==> config.mk <==
export PLATFORM = sky130hd
export DESIGN_NAME = spi_sample_sched
export DESIGN_NICKNAME = d
export VERILOG_FILES = /design/src/rtl/spi_sample_sched.sv
export SDC_FILE = /design/constraint.sdc
export NUM_CORES = 1
export LEC_CHECK = 0
export CAP_MARGIN = 10
export CORE_UTILIZATION = 52
export DETAILED_ROUTE_END_ITERATION = 16
export PLACE_DENSITY = 0.76
export SYNTH_ARGS = -nofsm -noshare
export SYNTH_HDL_FRONTEND = slang
export SYNTH_SLANG_ARGS = --single-unit
==> constraint.sdc <==
create_clock -name clk -period 1.97 [get_ports clk]
set_input_delay 0.197 -clock clk [delete_from_list [all_inputs] [get_ports clk]]
set_output_delay 0.197 -clock clk [all_outputs]
set_load 0.02 [all_outputs]
==> src/rtl/spi_sample_sched.sv <==
// Periodic SPI sensor sampler. It requests a byte every `period` cycles and queues the captured samples in a FIFO.
// Define SPI_SCHED_AVG_EN to push the truncated mean of every four captures instead of each raw byte.
module spi_sample_sched #(
  parameter int PERIOD_W   = 16,
  parameter int FIFO_DEPTH = 8,
  parameter int TIMEOUT    = 1023
) (
  input  logic                        clk,
  input  logic                        rst,
  input  logic                        enable,
  input  logic [PERIOD_W-1:0]         period,
  output logic                        spi_valid,
  input  logic                        spi_ready,
  input  logic [7:0]                  spi_data,
  input  logic                        rd_en,
  output logic [7:0]                  rd_data,
  output logic                        empty,
  output logic                        full,
  output logic [$clog2(FIFO_DEPTH):0] level,
  input  logic                        clr_err,
  output logic                        overflow,
  output logic                        timeout_err
);

  localparam int PTR_W = $clog2(FIFO_DEPTH);
  localparam int LVL_W = PTR_W + 1;
  localparam int TO_W  = $clog2(TIMEOUT + 1);
  localparam logic [LVL_W-1:0] DEPTH_L = LVL_W'(FIFO_DEPTH);
  localparam logic [TO_W-1:0]  TO_LAST = TO_W'(TIMEOUT - 1);

  typedef enum logic [1:0] {IDLE, WAIT, REQUEST, DRAIN} state_t;

  state_t              state, next_state;
  logic [PERIOD_W-1:0] wait_cnt, load_val;
  logic [TO_W-1:0]     to_cnt;
  logic                capture, timeout_hit;
  logic                push_req;
  logic [7:0]          push_data;
  logic [7:0]          mem [FIFO_DEPTH];
  logic [PTR_W-1:0]    wr_ptr, rd_ptr;
  logic                pop, drop, push_ok;

  assign load_val    = (period == '0) ? PERIOD_W'(1) : period;
  assign capture     = (state == REQUEST) && spi_ready;
  assign timeout_hit = (state == REQUEST) && !spi_ready && (to_cnt == TO_LAST);

  always_ff @(posedge clk or posedge rst) begin
    if (rst) state <= IDLE;
    else     state <= next_state;
  end

  always_comb begin
    next_state = state;
    case (state)
      IDLE:    if (enable) next_state = WAIT;
      WAIT: begin
        if (!enable)                          next_state = IDLE;
        else if (wait_cnt == PERIOD_W'(1))    next_state = REQUEST;
      end
      REQUEST: if (capture || timeout_hit) next_state = DRAIN;
      DRAIN:   if (!spi_ready) next_state = enable ? WAIT : IDLE;
      default: next_state = IDLE;
    endcase
  end

  // The wait counter keeps tracking the reload value outside WAIT, so entering WAIT always starts a full interval.
  always_ff @(posedge clk or posedge rst) begin
    if (rst) begin
      wait_cnt  <= '0;
      to_cnt    <= '0;
      spi_valid <= 1'b0;
    end else begin
      wait_cnt  <= (state == WAIT) ? wait_cnt - PERIOD_W'(1) : load_val;
      to_cnt    <= (state == REQUEST) ? to_cnt + TO_W'(1) : '0;
      spi_valid <= (next_state == REQUEST);
    end
  end

`ifdef SPI_SCHED_AVG_EN
  logic [9:0] acc_sum, acc_total;
  logic [1:0] acc_cnt;

  assign acc_total = acc_sum + {2'b00, spi_data};

  // The fourth capture completes a group: its mean is pushed and the partial sum restarts from zero.
  always_ff @(posedge clk or posedge rst) begin
    if (rst) begin
      push_req  <= 1'b0;
      push_data <= '0;
      acc_sum   <= '0;
      acc_cnt   <= '0;
    end else begin
      push_req <= 1'b0;
      if (capture) begin
        if (acc_cnt == 2'd3) begin
          push_req  <= 1'b1;
          push_data <= 8'(acc_total >> 2);
          acc_sum   <= '0;
          acc_cnt   <= '0;
        end else begin
          acc_sum <= acc_total;
          acc_cnt <= acc_cnt + 2'd1;
        end
      end else if ((state == IDLE) && !enable) begin
        acc_sum <= '0;
        acc_cnt <= '0;
      end
    end
  end
`else
  always_ff @(posedge clk or posedge rst) begin
    if (rst) begin
      push_req  <= 1'b0;
      push_data <= '0;
    end else begin
      push_req <= capture;
      if (capture) push_data <= spi_data;
    end
  end
`endif

  // A pop in the same cycle frees the slot, so a push into a full FIFO is only dropped without one.
  assign pop     = rd_en && (level != '0);
  assign drop    = push_req && (level == DEPTH_L) && !pop;
  assign push_ok = push_req && !drop;
  assign empty   = (level == '0);
  assign full    = (level == DEPTH_L);

  always_ff @(posedge clk) begin
    if (push_ok) mem[wr_ptr] <= push_data;
  end

  always_ff @(posedge clk or posedge rst) begin
    if (rst) begin
      wr_ptr  <= '0;
      rd_ptr  <= '0;
      level   <= '0;
      rd_data <= '0;
    end else begin
      if (push_ok) wr_ptr <= wr_ptr + PTR_W'(1);
      if (pop) begin
        rd_ptr  <= rd_ptr + PTR_W'(1);
        rd_data <= mem[rd_ptr];
      end
      case ({push_ok, pop})
        2'b10:   level <= level + LVL_W'(1);
        2'b01:   level <= level - LVL_W'(1);
        default: level <= level;
      endcase
    end
  end

  // Sticky flags: a new error event outranks a clear arriving in the same cycle.
  always_ff @(posedge clk or posedge rst) begin
    if (rst) begin
      overflow    <= 1'b0;
      timeout_err <= 1'b0;
    end else begin
      if (drop)         overflow <= 1'b1;
      else if (clr_err) overflow <= 1'b0;
      if (timeout_hit)  timeout_err <= 1'b1;
      else if (clr_err) timeout_err <= 1'b0;
    end
  end

endmodule

After elaboration in Yosys (flattened, before gate mapping) --
Memory sizes are Yosys's and may differ from the RTL's. A register that Yosys moved wholly into a read port is not among the register bits. Cells that the tools add are included.
Word-level totals: bits in latches 0, word-level logic and storage cells 61, memory bits (writable) 64, bits in read-only memories 0, memories 1, flip-flop bits (word level) 50
Cells by class: eq/ne operators 9, shift-type cells 0, $add $sub $neg 6, multiplexer cells 16, magnitude comparators 0, reductions and logical operators 18, bitwise logic cells 0, div/mod/pow operators 0, $mul 0
Memory list:
- mem | words 8, bits a word 8, read ports 1, clocked after Yosys merged registers in 1, write ports 1, RTL line 39 | logic [7:0] mem [FIFO_DEPTH];
Operators with widths (count):
- $mux W16 | 2
- $eq A16 B1 Y1 const B | 1
- $logic_not A16 Y1 | 1
- $sub A16 B1 Y16 const B | 1
- $add A10 B1 Y10 const B | 1
- $eq A10 B10 Y1 const B | 1
- $mux W10 | 1
- $mux W2 | 5
- $eq A2 B2 Y1 const B | 4
- $pmux W2 S4 | 1
- $pmux W4 S2 | 1
- $logic_and A1 B1 Y1 | 7
- $add A3 B1 Y3 const B | 2
- $mux W1 | 6
- $reduce_bool A2 Y1 | 3
- $add A4 B1 Y4 const B | 1
- $eq A2 B1 Y1 const B | 2
- $eq A4 B4 Y1 const B | 1
- $logic_not A4 Y1 | 1
- $reduce_bool A4 Y1 | 1
- $sub A4 B1 Y4 const B | 1
- $logic_not A1 Y1 | 3
- $logic_not A2 Y1 | 1
- $logic_or A1 B1 Y1 | 1

Logic depth before layout (Yosys ltp) --
Gate-level depths: netlist of the first run.
word-level depth 8, gate-level depth with buffers 8, gate-level depth less buffers 8

Worst setup path before layout of the first run --
No wires, ideal clock.
kind register to register, start reg level[1], end reg level[3], arrival time 2.125 ns, cell stages (with the launch flop) 9, required time 1.890 ns, setup slack -0.235 ns, library setup time 0.080 ns, cells stage by stage dfrtp_1 > o41ai_2 > or2_2 > inv_1 > ha_1 > a21o_1 > a21oi_1 > mux2i_1 > xor2_1
On the way: cells in the longest elaborated chain, start to end 8, elaborated cells between the ends (all ways) 14, those cells by class add/sub (2); eq/ne (3); mux (1); reduce/logical (8)
Ends and longest elaborated chain:
- from (decl) | RTL line 19 | output logic [$clog2(FIFO_DEPTH):0] level,
- from (signal assigned) | RTL line 146 | 2'b10: level <= level + LVL_W'(1);
- from (signal assigned) | RTL line 147 | 2'b01: level <= level - LVL_W'(1);
- from (signal assigned) | RTL line 148 | default: level <= level;
- $reduce_bool A4 Y1 | RTL line 123 | assign pop = rd_en && (level != '0);
- $logic_and A1 B1 Y1 | RTL line 123
- $logic_not A1 Y1 | RTL line 124 | assign drop = push_req && (level == DEPTH_L) && !pop;
- $logic_and A1 B1 Y1 | RTL line 124
- $logic_not A1 Y1 | RTL line 125 | assign push_ok = push_req && !drop;
- $logic_and A1 B1 Y1 | RTL line 125
- $eq A2 B1 Y1 or $eq A2 B2 Y1 (tied branches) | RTL line 145 | case ({push_ok, pop})
- $pmux W4 S2 or $reduce_bool A2 Y1 (tied branches)
Several ways; a longest one is shown, not always the timed one. A chain may end at the register's enable or synchronous reset.

Final worst setup path of the first run --
start reg level[0], end reg level[3]
The elaborated chain is that of the path after synthesis.

==> results of run 1 <==
## cells in the final DEF, fill, tap and decap left out, drive strengths merged, types with 4 or more instances in the layout
| cell | n |
|---|---|
| nand2b | 6 |
| ha | 8 |
| o21ai | 27 |
| mux2 | 10 |
| buf | 29 |
| nand2 | 37 |
| xnor2 | 15 |
| mux4 | 16 |
| nand3 | 5 |
| a21oi | 6 |
| clkinv | 6 |
| clkbuf | 18 |
| xor2 | 8 |
| dfrtp | 58 |
| inv | 15 |
| nor4 | 13 |
| edfxtp | 64 |
| nor2 | 21 |
| nor3 | 5 |
| nand4 | 6 |
| mux2i | 10 |
| clkinvlp | 4 |
| clkdlybuf4s50 | 43 |
| or4 | 4 |
## worst max path at each step
stage                     slack (ns)      from  cells past startpoint       end
final                          -0.14  level[0]                      9  level[3]
after global placement         -0.13     rd_en                      9  level[3]
after detailed placement       -0.19     rd_en                      9  level[3]
after global routing           -0.24  level[0]                      9  level[3]
after CTS                      -0.09  level[1]                      9  level[3]
after floorplan                -0.05  level[2]                      8  level[3]
## routing by layer
layer  part of all wire (%)  GRT usage, %  wire length [um]  up-vias
li1                       -             -                 -     1532
met3                    2.8          5.27               278       15
met1                     45          27.8              4540     1631
met2                     50          35.2              5030       70
met4                    1.9          8.79               187        0
met5                      0             0                 0        -
## what timing repair did
item                       4_1_cts  5_1_grt
gates cloned                     0        0
resized for setup               16       13
pin swaps                        5        5
hold buffers                     1        0
buffers inserted                 5        3
setup endpoints to repair       51       29
hold endpoints to repair        15        0
## flip-flops by register name, indices dropped and copies added, names as in the netlist
signal	count
timeout_err	1
state	2
wr_ptr	3
mem	64
wait_cnt	16
rd_data	8
push_data	8
to_cnt	10
push_req	1
overflow	1
level	4
spi_valid	1
rd_ptr	3
## power by group through the flow
stage | Combinational (mW) | Clock [mW] | Sequential, mW
after floorplan | 1.14 | 0 | 3.49
after global placement | 1.87 | 0 | 3.48
after detailed placement | 1.93 | 0 | 3.51
after CTS | 2.03 | 3.00 | 3.47
after global routing | 2.24 | 3.12 | 3.51
final | 2.06 | 2.97 | 3.47
## logic make-up after synthesis
family                     after synthesis  share of synthesized area (%)
buffers and inverters                   25                           1.87
DFF                                    122                           64.7
muxes                                   36                           11.0
adders and majority gates                9                           2.30
xor gates and xnor gates                23                           3.86
AOI/OAI and AO/OA                       42                           4.70
and+or+nand+nor                        112                           11.6
## stage by stage
stage / setup slack [ns] / power (mW) / utilization [%]
after global placement: -0.130 / 5.35 / 61.9
final: -0.138 / 8.50 / 69.0
after floorplan: -0.0461 / 4.63 / -
after detailed placement: -0.193 / 5.44 / 61.9
after global routing: -0.244 / 8.87 / 69.0
after CTS: -0.0852 / 8.50 / 68.5
## area by class of cell
cell class | count | area share [%]
Clock buffer | 18 | 6.22
Clock inverter | 14 | 2.29
Inverter | 14 | 0.782
Multi-Input combinational cell | 222 | 27.2
Sequential cell | 122 | 50.3
Tap cell | 133 | 2.48
Timing Repair Buffer | 74 | 10.7
==> impl_results.md, run 1 <==
- Outcome: finished, violations left
- Failing checks: negative setup slack
- Layout cells sized above 1: 24.4%
- Worst-Skew Late Latency: 0.51 ns
- CP Max Fanout: 3
- Syn Inst Count: 369
- DR WL/cell: 16.8 um
- Fin. Hold Viols: 0
- Synth unique cells: 45
- CP Data Required Time: 2.39 ns
- Placed cell count: 558
- RSZ-0062 raised after global routing: true
- Die Span Y: 102 um
- Ports: 47
- Number of global-route vias before repair: 3303
- Diodes inserted: 0
- Ys flop type: edfxtp_1
- Net Count, Synth: 408
- Area of the multi-input gates: 1830 um^2
- Die width: 102 um
- Cell family with most CP delay: compound AO/OA/AOI/OAI gates
- Cell Pwr Density: 1270 nW/um^2
- Worst-Margin Slew: 0.754 ns
- Clk pin slew, worst setup/hold paths: 0.06 ns
- Inserted Clock Buffers: 17
- CTS Buffer Depth: 2
- Min Hold Slack: 0.273 ns
- Slowest library cell on the worst path: dfrtp_2
- First-pass GRT wire length: 16400 um
- Yosys reg bits: 122
- Number of synthesized flops with an enable pin: 64
- Clock sinks: 122
- Area grow syn2layout: 28.8%
- Synth top area share: 36.9%
- Cell Area, Placed: 6020 um^2
- Layout Nets: 490
- Sequential share of power: 40.8%
- Routability cong.: 0.760
- Skew final: 0.0101 ns
- Reg2reg start: level[0]
- Residual DRC: 0
- CP startpoint kind: register
- CTS H-Tree Depth: 4
- Die area: 10400 um^2
- Synth Warn #: 0
- Worst Hold End: timeout_err
- Leakage power: 2.57 nW
- Finished Layout Cells: 597
- # Max-Cap Violations: 0
- Tot GR Track Use: 21.5%
- Netlist Area Pre-Place: 5220 um^2
- Port Buf Inserts: 46
- Initial Utilization: 53.6%
- Most numerous cell in the Yosys netlist: edfxtp_1
- Post-Syn Area per Cell: 14.1 um^2
- Cell count of the worst reg-to-reg path: 9
- CTS tree: yes
- Critical-path cell list: buf_12 > o41ai_4 > or2_4 > inv_2 > ha_4 > a21o_1 > a21oi_2 > mux2i_1 > xor2_1
- VDD IR max: 0.658 mV
- Cell area after layout: 6720 um^2
- Worst Hold Class: in2reg
- Buf/Inv on CP: 2
- FF-to-FF setup slack: -0.14 ns
- Setup TNS: -0.208 ns
- Sw Ratio: 27.9%
- Asr flop ratio synth: 47.5%
- Max Slew Vio Count: 0
- WP data arrival: 2.53 ns
- Yosys top cell by area: edfxtp_1
- PnR worst setup slack: -0.138 ns
- Hold path depth: 2
- First-iteration detailed-routing DRC count: 103
- Power share of the clock group: 35.0%
- Worst Setup Path Type: reg2reg
- Post-synth top cells: 64 x edfxtp_1, 58 x dfrtp_1, 37 x nand2_1
- Vias per cell: 5.44
- Synth top area cells: edfxtp_1 37%, dfrtp_1 28%, mux4_2 6.9%, nand2_1 2.7%, xnor2_1 2.5%
- Flip-flop and latch area: 3380 um^2
- RR Endpoint: level[3]
- Setup violators final: 2
- Comb pwr share: 24.2%
- FP Rows: 36
- DP Wirelength: 6610 um
- Net Sw Power: 2.37 mW
- Filler Cell Count: 686
- Largest net degree at the start of global routing: 44
- Register area share after synthesis: 64.7%
- Internal Pwr Total: 6.13 mW
- Fmax: 0.474 GHz
- Hold wc startpoint: clr_err
- Drt total wl: 10000 um
- Gr ovfl total: 0
- First-pass DRT Iterations: 4
- CTS Root Cell: clkbuf_8
- CP endpoint kind: register
- Minimum clock period: 2.11 ns
- Tcrit/Tclk final: 107%
- Max incr delay on CP: 0.43 ns
- Worst slew margin: 49.7%
- ANT nets after route: 0
- Core outline area: 9730 um^2
- Antenna violations before repair: 0
- Routed via count: 3248
No activity file was read; power rests on OpenSTA's default activity.
==> run 2: changes to the inputs <==
--- a/config.mk
+++ b/config.mk
@@ -7,6 +7,7 @@
 export LEC_CHECK = 0
 export CAP_MARGIN = 10
 export CORE_UTILIZATION = 52
+export CTS_CLUSTER_SIZE = 16
 export DETAILED_ROUTE_END_ITERATION = 16
 export PLACE_DENSITY = 0.76
 export SYNTH_ARGS = -nofsm -noshare
==> results of run 2 <==
No change in the layout: final DEF, timing and power equal those of run 1.
==> run 3: changes to the inputs <==
--- a/config.mk
+++ b/config.mk
@@ -5,7 +5,7 @@
 export SDC_FILE = /design/constraint.sdc
 export NUM_CORES = 1
 export LEC_CHECK = 0
-export CAP_MARGIN = 10
+export CAP_MARGIN = 20
 export CORE_UTILIZATION = 52
 export CTS_CLUSTER_SIZE = 16
 export DETAILED_ROUTE_END_ITERATION = 16
==> results of run 3 <==
No change in the layout: final DEF, timing and power equal those of run 1.
